[src/rtl/program_mem_if.sv]
// rtl/program_mem_if.sv - fetch and loader signal bundle for the writable program memory
interface program_mem_if #(
    parameter int DATA_WIDTH = 16,
    parameter int ADDR_WIDTH = 4
);
    logic [ADDR_WIDTH-1:0] address;
    logic                  fetch_en;
    logic [DATA_WIDTH-1:0] instruction;
    logic                  load_valid;
    logic [DATA_WIDTH-1:0] load_data;
    logic                  load_last;
    logic                  load_ready;
    logic                  load_start;
    logic                  run;
    logic [ADDR_WIDTH:0]   prog_len;

    modport master (
        output address, fetch_en, load_valid, load_data, load_last, load_start,
        input  instruction, load_ready, run, prog_len
    );

    modport slave (
        input  address, fetch_en, load_valid, load_data, load_last, load_start,
        output instruction, load_ready, run, prog_len
    );
endinterface

[src/rtl/program_mem.sv]
// rtl/program_mem.sv - writable program memory: clear to NOP, load image, serve registered fetches
module program_mem #(
    parameter int DATA_WIDTH = 16,
    parameter int ADDR_WIDTH = 4,
    parameter int DEPTH      = 2 ** ADDR_WIDTH
) (
    input logic            clk,
    input logic            reset,
    program_mem_if.slave   bus
);
    typedef enum logic [1:0] {
        CLEAR = 2'd0,
        LOAD  = 2'd1,
        RUN   = 2'd2
    } state_t;

    localparam logic [ADDR_WIDTH-1:0] LAST_ADDR = ADDR_WIDTH'(DEPTH - 1);
    localparam logic [ADDR_WIDTH:0]   FULL_LEN  = (ADDR_WIDTH + 1)'(DEPTH);

    state_t                state, next_state;
    logic [DATA_WIDTH-1:0] mem [DEPTH];
    logic [ADDR_WIDTH-1:0] clr_ptr, wr_ptr;
    logic [ADDR_WIDTH:0]   prog_len_q;
    logic [DATA_WIDTH-1:0] instr_q;

    logic                  mem_we;
    logic [ADDR_WIDTH-1:0] mem_waddr;
    logic [DATA_WIDTH-1:0] mem_wdata;
    logic                  accept;
    logic                  reload;

    // Ready and run are pure state decodes so they are glitch-free after the state flop
    assign bus.load_ready  = (state == LOAD);
    assign bus.run         = (state == RUN);
    assign bus.instruction = instr_q;
    assign bus.prog_len    = prog_len_q;
    assign reload          = (state == RUN) && bus.load_start;

    // State register
    always_ff @(posedge clk) begin
        if (reset) begin
            state <= CLEAR;
        end else begin
            state <= next_state;
        end
    end

    // Next state plus the single shared write port (clear writes zero, load writes the stream word)
    always_comb begin
        next_state = state;
        mem_we     = 1'b0;
        mem_waddr  = clr_ptr;
        mem_wdata  = '0;
        accept     = 1'b0;
        case (state)
            CLEAR: begin
                mem_we = 1'b1;
                if (clr_ptr == LAST_ADDR) begin
                    next_state = LOAD;
                end
            end
            LOAD: begin
                if (bus.load_valid) begin
                    accept    = 1'b1;
                    mem_we    = 1'b1;
                    mem_waddr = wr_ptr;
                    mem_wdata = bus.load_data;
                    if (bus.load_last || (wr_ptr == LAST_ADDR)) begin
                        next_state = RUN;
                    end
                end
            end
            RUN: begin
                if (bus.load_start) begin
                    next_state = CLEAR;
                end
            end
            default: next_state = CLEAR;
        endcase
    end

    // Storage array kept free of reset so it maps onto RAM; clearing is done by the CLEAR pass
    always_ff @(posedge clk) begin
        if (mem_we) begin
            mem[mem_waddr] <= mem_wdata;
        end
    end

    // Pointers, image length and the registered fetch port
    always_ff @(posedge clk) begin
        if (reset) begin
            clr_ptr    <= '0;
            wr_ptr     <= '0;
            prog_len_q <= '0;
            instr_q    <= '0;
        end else begin
            if (state == CLEAR) begin
                clr_ptr <= clr_ptr + 1'b1;
            end
            if (accept) begin
                wr_ptr <= wr_ptr + 1'b1;
                if (prog_len_q != FULL_LEN) begin
                    prog_len_q <= prog_len_q + 1'b1;
                end
            end
            if (reload) begin
                clr_ptr    <= '0;
                wr_ptr     <= '0;
                prog_len_q <= '0;
            end
            // A stalled PC outside RUN must see NOPs; a reload also discards that cycle's fetch
            if ((state != RUN) || reload) begin
                instr_q <= '0;
            end else if (bus.fetch_en) begin
                instr_q <= mem[bus.address];
            end
        end
    end
endmodule

[src/flat_wrapper.sv]
// flat-port wrapper written by rule: the top's interface ports become plain ports
module program_mem_flat 
#(
    parameter int DATA_WIDTH = 16,
    parameter int ADDR_WIDTH = 4,
    parameter int DEPTH      = 2 ** ADDR_WIDTH
)
  (clk, reset, bus_address, bus_fetch_en, bus_load_valid, bus_load_data, bus_load_last, bus_load_start, bus_instruction, bus_load_ready, bus_run, bus_prog_len);
  program_mem_if #(.DATA_WIDTH(DATA_WIDTH), .ADDR_WIDTH(ADDR_WIDTH)) bus_i ();
  input logic clk;
  input logic reset;
  input wire logic [$bits(bus_i.address)-1:0] bus_address;
  input wire logic [$bits(bus_i.fetch_en)-1:0] bus_fetch_en;
  input wire logic [$bits(bus_i.load_valid)-1:0] bus_load_valid;
  input wire logic [$bits(bus_i.load_data)-1:0] bus_load_data;
  input wire logic [$bits(bus_i.load_last)-1:0] bus_load_last;
  input wire logic [$bits(bus_i.load_start)-1:0] bus_load_start;
  output wire logic [$bits(bus_i.instruction)-1:0] bus_instruction;
  output wire logic [$bits(bus_i.load_ready)-1:0] bus_load_ready;
  output wire logic [$bits(bus_i.run)-1:0] bus_run;
  output wire logic [$bits(bus_i.prog_len)-1:0] bus_prog_len;
  assign bus_i.address = bus_address;
  assign bus_i.fetch_en = bus_fetch_en;
  assign bus_i.load_valid = bus_load_valid;
  assign bus_i.load_data = bus_load_data;
  assign bus_i.load_last = bus_load_last;
  assign bus_i.load_start = bus_load_start;
  assign bus_instruction = bus_i.instruction;
  assign bus_load_ready = bus_i.load_ready;
  assign bus_run = bus_i.run;
  assign bus_prog_len = bus_i.prog_len;
  program_mem #(.DATA_WIDTH(DATA_WIDTH), .ADDR_WIDTH(ADDR_WIDTH), .DEPTH(DEPTH)) u_core (.clk(clk), .reset(reset), .bus(bus_i));
endmodule
[config.mk]
export PLATFORM = sky130hd
export DESIGN_NAME = program_mem_flat
export DESIGN_NICKNAME = d
export VERILOG_FILES = /design/src/rtl/program_mem_if.sv /design/src/rtl/program_mem.sv /design/src/flat_wrapper.sv
export SDC_FILE = /design/constraint.sdc
export NUM_CORES = 1
export LEC_CHECK = 0
export ABC_AREA = 0
export CAP_MARGIN = 20
export CORE_ASPECT_RATIO = 1.5
export CORE_UTILIZATION = 50
export DETAILED_ROUTE_END_ITERATION = 7
export PLACE_DENSITY = 0.7
export SYNTH_ARGS = -nofsm -noshare
export SYNTH_HDL_FRONTEND = slang
export SYNTH_SLANG_ARGS = --single-unit
[constraint.sdc]
create_clock -name clk -period 3.4 [get_ports clk]
set_clock_uncertainty 0.05 [all_clocks]
set_input_delay 1.02 -clock clk [delete_from_list [all_inputs] [get_ports clk]]
set_output_delay 1.02 -clock clk [all_outputs]
set_load 0.05 [all_outputs]
==> results of run 1 <==
[registers in the layout (all words and copies together), names as in the netlist]
name and flops:
u_core.bus.instruction 16, u_core.bus.prog_len 5, u_core.clr_ptr 4, u_core.mem 256
u_core.state 2, u_core.wr_ptr 4
[path summary, 6_finish.rpt]
kind	to	from	cells past startpoint	slack, ns
worst max-delay path	bus_run	u_core.state[0]	3	0.23
worst min-delay path	u_core.bus.instruction[2]	u_core.bus.instruction[2]	2	0.45
worst max register to register	u_core.mem[10][2]	u_core.state[0]	5	1.13
worst min register to register	u_core.bus.instruction[2]	u_core.bus.instruction[2]	2	0.45
[synth_stat cells, types with 3 or more instances]
master                     number
sky130_fd_sc_hd__a21oi_1        6
sky130_fd_sc_hd__a22oi_1        6
sky130_fd_sc_hd__a22oi_2       10
sky130_fd_sc_hd__a31oi_1        4
sky130_fd_sc_hd__and2_1        17
sky130_fd_sc_hd__buf_2          7
sky130_fd_sc_hd__buf_4          4
sky130_fd_sc_hd__buf_6          5
sky130_fd_sc_hd__clkbuf_1       8
sky130_fd_sc_hd__dfxtp_1       31
sky130_fd_sc_hd__edfxtp_1     256
sky130_fd_sc_hd__ha_1           4
sky130_fd_sc_hd__inv_1          5
sky130_fd_sc_hd__mux2_2         7
sky130_fd_sc_hd__mux2_4        10
sky130_fd_sc_hd__mux2i_1       17
sky130_fd_sc_hd__mux4_1         8
sky130_fd_sc_hd__mux4_2        56
sky130_fd_sc_hd__nand2_1        9
sky130_fd_sc_hd__nand2b_1       3
sky130_fd_sc_hd__nand4_1        5
sky130_fd_sc_hd__nor2_1        33
sky130_fd_sc_hd__o21ai_1       16
sky130_fd_sc_hd__xnor2_1        3
sky130_fd_sc_hd__xor2_1         7
[metrics by stage]
stage,setup WS [ns],instance area (um^2),total power [mW]
global route,0.1709,13270,7.386
floorplan,0.5570,11280,4.173
CTS,0.2231,13270,7.220
detailed placement,0.1158,12410,4.305
global placement,0.1826,12410,4.290
finish,0.2341,13270,7.183
[where the power goes]
group	switching (mW)	total (mW)	internal, mW	leakage [nW]
sequential	0.0219	3.88	3.86	2.85
combinational	0.172	0.344	0.172	1.42
clock	1.22	2.95	1.73	0.426
total	1.42	7.18	5.77	4.70
[cell families after synthesis]
group                      after synthesis
xor gates and xnor gates                10
AOI/OAI and AO/OA                       47
adders and majority gates                4
buffers and inverters                   33
and+or+nand+nor                         80
muxes                                   98
DFF                                    287
[final cells by class]
class / count / area (um^2)
timing repair buffer: 101 / 928.4
tap: 272 / 340.3
sequential: 287 / 8308
inverter: 6 / 22.52
multi-input combinational: 239 / 2809
clock inverter: 11 / 131.4
clock buffer: 37 / 733.2
fill: 1520 / 8611
[worst max-delay path, cell delays in order, from the launching register on]
cell                              delay (ns)
sky130_fd_sc_hd__dfxtp_1                0.38
sky130_fd_sc_hd__nand2b_1               0.26
sky130_fd_sc_hd__inv_2                  0.12
sky130_fd_sc_hd__clkdlybuf4s50_1        0.81
[routing by layer]
| layer | vias up | global-route usage [%] | share of wire (%) |
|---|---|---|---|
| met5 | - | 0 | 0 |
| met1 | 2906 | 27.76 | 39 |
| met4 | 0 | 9.494 | 3.7 |
| li1 | 2469 | - | - |
| met2 | 234 | 37.86 | 51 |
| met3 | 44 | 2.817 | 5.6 |
==> results.md, run 1 <==
- The run finished with clean final reports.
- The leakage power of the design is 4.695 nW.
- In this run the number of H-tree levels came out at 1.
- The floorplan step defined a die boundary enclosing 0.02317 mm^2.
- Hold timing on the final database bottoms out at a slack of 0.4544 ns.
- The number of register bits inferred by synthesis is 287.
- The number of library cell types mapped by synthesis is 42.
- The final critical path takes up 93.11% of the cycle.
- The required time of the critical path is 2.33 ns.
- The global placer's final weighted congestion is approximately 0.81.
- The cell taking the most area after synthesis is sky130_fd_sc_hd__edfxtp_1.
- Among all flip-flop cells after synthesis, the most frequent one is sky130_fd_sc_hd__edfxtp_1.
- The most common library cell in the layout ignoring fill and taps is sky130_fd_sc_hd__edfxtp_1.
- The mux share of post-synthesis cell area is 16.59%.
- The detail route stage leaves a number of antenna-violating nets equal to 0.
- The final number of max-transition violations is 0.
- The mapped netlist covers 0.01128 mm^2.
- The worst setup path is launched from a flop.
- The fraction of layout cells with a size suffix above 1 is 28.78%.
- Wires add up to 24.37 mm.
- The per-instance average area after synthesis is ~20 um^2.
- The power per standard cell area is 541.2 mW/mm^2.
- The share of the Yosys chip area taken by registers is 73.66%.
- The synthesis-to-finish area growth is 17.68%.
- Summing the areas of all xor and xnor instances in the mapped netlist gives 0.7766% of the synthesized area.
- The number of antenna diodes in the final layout is 0.
- Global routing used 21.84% of the available tracks across all layers.
- The number of clock buffers added by TritonCTS is 26.
- The number of endpoints with negative hold slack in the final report is 0.
- The number of nets handed over by synthesis was about 600.
- In the layout the commonest cells are sky130_fd_sc_hd__edfxtp_1, sky130_fd_sc_hd__mux4_2, sky130_fd_sc_hd__buf_4.
- The critical path capture point type is an output port.
- The maximum net fanout on the critical path is 10.
- The final sum of negative setup slack is 0 ns.
- After detailed routing, the average wire length per cell comes to around 26 um.
- The effective utilization at floorplan is a little over 50%.
- By area, the combinational part of the netlist is dominated by multiplexers.
- For this run, asynchronously set or reset flops after synthesis account for 0%.
- The utilization after layout is between 60% and 70%.
- The number of enable-type register cells in the synthesized netlist is about 260.
- In the synthesized netlist, the number of instances is 559.
- The violation count after the first detailed-routing iteration is 554.
- After synthesis, the cell types taking the most area are sky130_fd_sc_hd__edfxtp_1, sky130_fd_sc_hd__mux4_2, sky130_fd_sc_hd__dfxtp_1.
- The pin count of the biggest net entering global routing is between 60 and 70.
- In this run the vertical extent of the chip is ~190 um.
- The area share of the largest cell type after synthesis is 68.16%.
- The clock transition at the register clock pins on the worst setup and hold paths after CTS is 0.06 ns.
- In this run the count of I/O pins placed on the die edge is 49.
- The clock drives 287 sinks.
- Setup repair after global routing left no endpoint under its margin.
- The routed layout has 5653 vias.
- For this run, design rule violations remaining after detail routing come to 0.
- TritonCTS built the clock tree.
- The number of setup buffers added after CTS is 0.
- The quantity of I/O buffers inserted on ports is between 40 and 50.
- IR analysis of the VDD net gives a maximum drop of 0.3306 mV.
- The count of instances resized after the clock tree is built is 0.
- The type of the worst min-delay path is flop to flop.
- The die is between 100 and 150 um wide.
- The post-cts hold buffer count is 0.
- The via-per-instance ratio is just under 6.
- Setup violations remaining at the end of the flow were counted as 0.
- Summing the areas of all compound-gate instances in the mapped netlist gives just over 3% of the synthesized area.
- The number of global-route vias before repair is a little over 6000.
- The first detailed-routing pass ran for 5 iterations.
- Headroom to the max-slew limit came out at 26.63%.
- The type of the worst setup path is flop to output port.
- The core region is 0.02188 mm^2.
- The smallest clock period supported by the final layout is computed as 3.166 ns.
- The first global-routing pass estimated 36.85 mm of wire.
- The final net count is 691.
- The clock root buffer is sky130_fd_sc_hd__clkbuf_16.
- The floorplan has 66 rows.
- The area fraction in and, or, nand and nor cells after synthesis is 3.728%.
- The worst path arrival time is 2.10 ns.
- The number of maximum-capacitance constraint violations is 0.
- Counting along the longest clock path gives a buffer depth of 3.
- The global-route congestion overflow total is 0.
- The clock reaches the later pin of the worst-skew pair after 0.53 ns.
- Of the total synthesized cell area, the portion taken by full adders, half adders and majority gates is 0.4438%.
- The placed cell count is 905.
- The HPWL after detailed placement is 15.51 mm.
- The number of antenna violations at the first check in global routing is 0.
- The achievable frequency is 0.3159 GHz.
- The warning count from the yosys run is 0.
- The filler-free cell count of the finished design is 953.
- The actual transition at the worst max-transition pin is roughly 1.1 ns.
Note: power is estimated with default switching activity, not from simulation.
==> run 2: changes to the inputs <==
--- a/config.mk
+++ b/config.mk
@@ -7,10 +7,11 @@
 export LEC_CHECK = 0
 export ABC_AREA = 0
 export CAP_MARGIN = 20
-export CORE_ASPECT_RATIO = 1.5
+export CORE_ASPECT_RATIO = 0.7
 export CORE_UTILIZATION = 50
 export DETAILED_ROUTE_END_ITERATION = 7
-export PLACE_DENSITY = 0.7
+export DONT_BUFFER_PORTS = 1
+export PLACE_DENSITY = 0.67
 export SYNTH_ARGS = -nofsm -noshare
 export SYNTH_HDL_FRONTEND = slang
 export SYNTH_SLANG_ARGS = --single-unit
==> run 2 against run 1 <==
Against the previous run: worst hold slack improved by 0.047 ns; utilization is 2.9 points lower; final cell count shrank 7.8%; fmax grew 16%; total power grew 1.0%; global-route usage fell by 0.77 points; register-to-register slack got worse by 0.47 ns; sequential power barely moved; combinational power fell by 31%; sequential share of layout area grew 3.1 points; critical path type is now flop to flop.
==> results.md, run 2 (same netlist as run 1, synthesis figures left out) <==
- The count of instances resized after the clock tree is built is 0 (unchanged).
- In this run the most critical hold path is launched from reset.
- The type of the worst setup path is flop to flop.
- The endpoint identified for the worst register-to-register timing path is u_core.mem[3][12].
- The number of antenna violations at the first check in global routing is 0 (unchanged).
- The final period utilization is 80.54% (-13 points).
- The global placer's final weighted congestion is 0.8129 (+0.59%).
- In the layout the commonest cells are sky130_fd_sc_hd__edfxtp_1, sky130_fd_sc_hd__mux4_2, sky130_fd_sc_hd__dfxtp_1.
- The number of flip-flops under the largest register name is 256 (unchanged).
- The sum of routed wire length over all layers was 23.27 mm (-4.5%).
- The achievable frequency is 0.3652 GHz (+16%).
- The placed cell count is 826 (-8.7%).
- The core area is 0.02190 mm^2 (about the same).
- The combined global-route utilization of all metal layers was 21.07% (-0.77 points).
- The actual transition at the worst max-transition pin came to 1.063 ns (-0.03703 ns).
- The total half-perimeter wirelength after legalization and detailed placement is 13.95 mm (-10%).
- The die outline height came to 127.7 um (-31%).
- The type of the worst min-delay path is primary input to flop.
- The register ranked first by flip-flop count is u_core.mem.
- The slack of the worst reg-to-reg path is 0.66 ns (-0.47 ns).
- The number of clock sinks is 287 (unchanged).
- The final number of max-transition violations is 0 (unchanged).
- The number of maximum-capacitance constraint violations came to 0 (unchanged).
- The filler-free cell count of the finished design is 879 (-7.8%).
- The die width is 181.5 um (+46%).
- In this run the clock root is driven by a sky130_fd_sc_hd__clkbuf_16.
- The leakage power of the design is 4.367 nW (-7.0%).
- The switching power share of the total is 19.09% (-0.65 points).
- The depth of the worst hold-timing path is 1 (-1).
- The library cell used most frequently in the layout, excluding fill and tap cells, is sky130_fd_sc_hd__edfxtp_1.
- The required time of the critical path came to 3.49 ns (+1.16 ns).
- The power per standard cell area came to 574.2 mW/mm^2 (+6.1%).
- The number of I/O pins came to 49 (unchanged).
- The quantity of I/O buffers inserted on ports is 0 (-100%).
- The remaining routing DRC violations is 0 (unchanged).
- The clock transition at the register clock pins on the worst setup and hold paths after CTS is 0.07 ns (about the same).
- The routed wirelength normalized by instance count is 26.47 um (+3.5%).
- The switching power total is 1.386 mW (-2.3%).
- The site row count is 45 (-32%).
- The number of nets still failing antenna checks after routing is 0 (unchanged).
- The internal power consumption is 5.871 mW (+1.8%).
- The final sum of negative setup slack is 0 ns (unchanged).
- The relative max-transition margin is 29.08% (+2.4 points).
- The pin count of the biggest net entering global routing was 65 (unchanged).
- The number of endpoints with negative hold slack in the final report was 0 (unchanged).
- The final count of negative-setup-slack endpoints is 0 (unchanged).
- The TritonCTS clock tree is built.
- The first-pass iteration count of the detailed router is 5 (unchanged).
- The flow ran to the end, and the final reports show no timing, DRC or antenna violations.
- The number of inserted filler cells in the final layout is 1588 (+4.5%).
- In this run the top signal layer used is met4.
- The terminating pin of the worst hold path is u_core.state[1].
- The worst path arrival time is 2.83 ns (+0.73 ns).
- The final net count came to 607 (-12%).
- The power share of the clock group is 43.2% (+2.1 points).
- The global-route congestion overflow total is 0 (unchanged).
- The utilization after layout was 57.70% (-2.9 points).
- The detailed-route wire length on metal 1 is 10.69 mm (+12%).
- The detailed-routed wire length on met3 came to 1.108 mm (-19%).
- Setup repair after global routing left no endpoint under its margin.
- The total die area was 0.02317 mm^2 (about the same).
- The worst-case vdd ir drop is 0.3922 mV (+19%).
- The post-cts hold buffer count is 0 (unchanged).
- The via-per-instance ratio is 6.075 (+2.4%).
- The fraction of layout cells with a size suffix above 1 is 26.80% (-2.0 points).
- The number of setup buffers added after CTS is 0 (unchanged).
- The met2 wire length is 11.01 mm (-12%).
- The effective utilization at floorplan is 51.49% (about the same).
- The number of buffers inserted during clock tree synthesis is 26 (unchanged).
- The critical register-to-register path startpoint is u_core.state[0].
- The global-route wire length before repair came to 35.36 mm (-4.0%).
- The number of cells on the worst reg-to-reg path is 4 (-1).
- The sequential power share is 53.5% (-0.6 points).
- The level count of the clock H-tree was 1 (unchanged).
- The vias after detailed routing is 5340 (-5.5%).
- The synthesis-to-finish area growth is 12.06%.
- The diode insertion count for antenna repair is 0 (unchanged).
- The maximum net fanout on the critical path is 16 (+6).
- The clock insertion delay at the later pin of the skew report is 0.53 ns (about the same).
- The post-layout minimum cycle time came to 2.738 ns (-0.4275 ns).
- The violation count after the first detailed-routing iteration came to 452 (-18%).
- The combinational group share of total power is 3.2% (-1.6 points).
- STA classifies the critical path startpoint as a flop.
- The critical path capture point type is a flop.
- The number of global-route vias before repair is 5413 (-11%).
- The maximum clock path buffer count was 3 (unchanged).
## run 2: worst max-delay path, stage by stage, from the launching register on
cell	delay, ns
sky130_fd_sc_hd__dfxtp_1	0.47
sky130_fd_sc_hd__and3b_1	0.51
sky130_fd_sc_hd__mux2i_1	0.29
sky130_fd_sc_hd__nand2_1	0.19
sky130_fd_sc_hd__nor2_2	0.84
## run 2: worst max path at each step
stage                     from            endpoint  slack, ns  depth (start not counted)
3_5_place_dp    bus_load_valid  u_core.mem[15][13]       0.04                          4
6_report       u_core.state[0]   u_core.mem[3][12]       0.66                          4
4_1_cts        u_core.state[0]   u_core.mem[15][2]       0.54                          4
3_3_place_gp    bus_load_valid   u_core.mem[12][9]       0.14                          4
5_1_grt        u_core.state[0]    u_core.mem[3][0]       0.47                          4
2_1_floorplan   bus_load_valid   u_core.mem[11][0]       0.56                          6
## run 2: cell type report
| cell class | count | area, um^2 | share of cell area [%] |
|---|---|---|---|
| flip-flops and latches | 287 | 8308 | 65.74 |
| multi-input cells | 239 | 2809 | 22.23 |
| clock buffers | 34 | 721.9 | 5.712 |
| well taps | 282 | 352.8 | 2.792 |
| repair buffers | 17 | 227.7 | 1.802 |
| clock inverters | 14 | 196.4 | 1.554 |
| inverters | 6 | 22.52 | 0.1782 |
## run 2: layer usage
| metal | GRT usage, % | vias to the layer above |
|---|---|---|
| met5 | 0 | - |
| met4 | 5.334 | 0 |
| met3 | 3.409 | 35 |
| met2 | 33.33 | 168 |
| met1 | 30.97 | 2831 |
| li1 | - | 2306 |
## run 2: stage by stage
step | power (mW) | setup slack (ns) | instance area (um^2) | hold WS, ns
global placement | 4.184 | 0.1351 | 11540 | 0.4848
finish | 7.256 | 0.6616 | 12640 | 0.5011
detailed placement | 4.194 | 0.03686 | 11630 | 0.5035
floorplan | 4.173 | 0.5570 | 11280 | 0.4442
global route | 7.461 | 0.4702 | 12640 | 0.4931
CTS | 7.304 | 0.5390 | 12550 | 0.4848
## run 2: power by group through the flow
stage / Sequential [mW] / Combinational, mW / Clock (mW)
6_report: 3.88 / 0.236 / 3.14
5_1_grt: 3.89 / 0.253 / 3.32
4_1_cts: 3.88 / 0.236 / 3.18
3_5_place_dp: 3.96 / 0.234 / 0
3_3_place_gp: 3.96 / 0.226 / 0
2_1_floorplan: 3.95 / 0.222 / 0
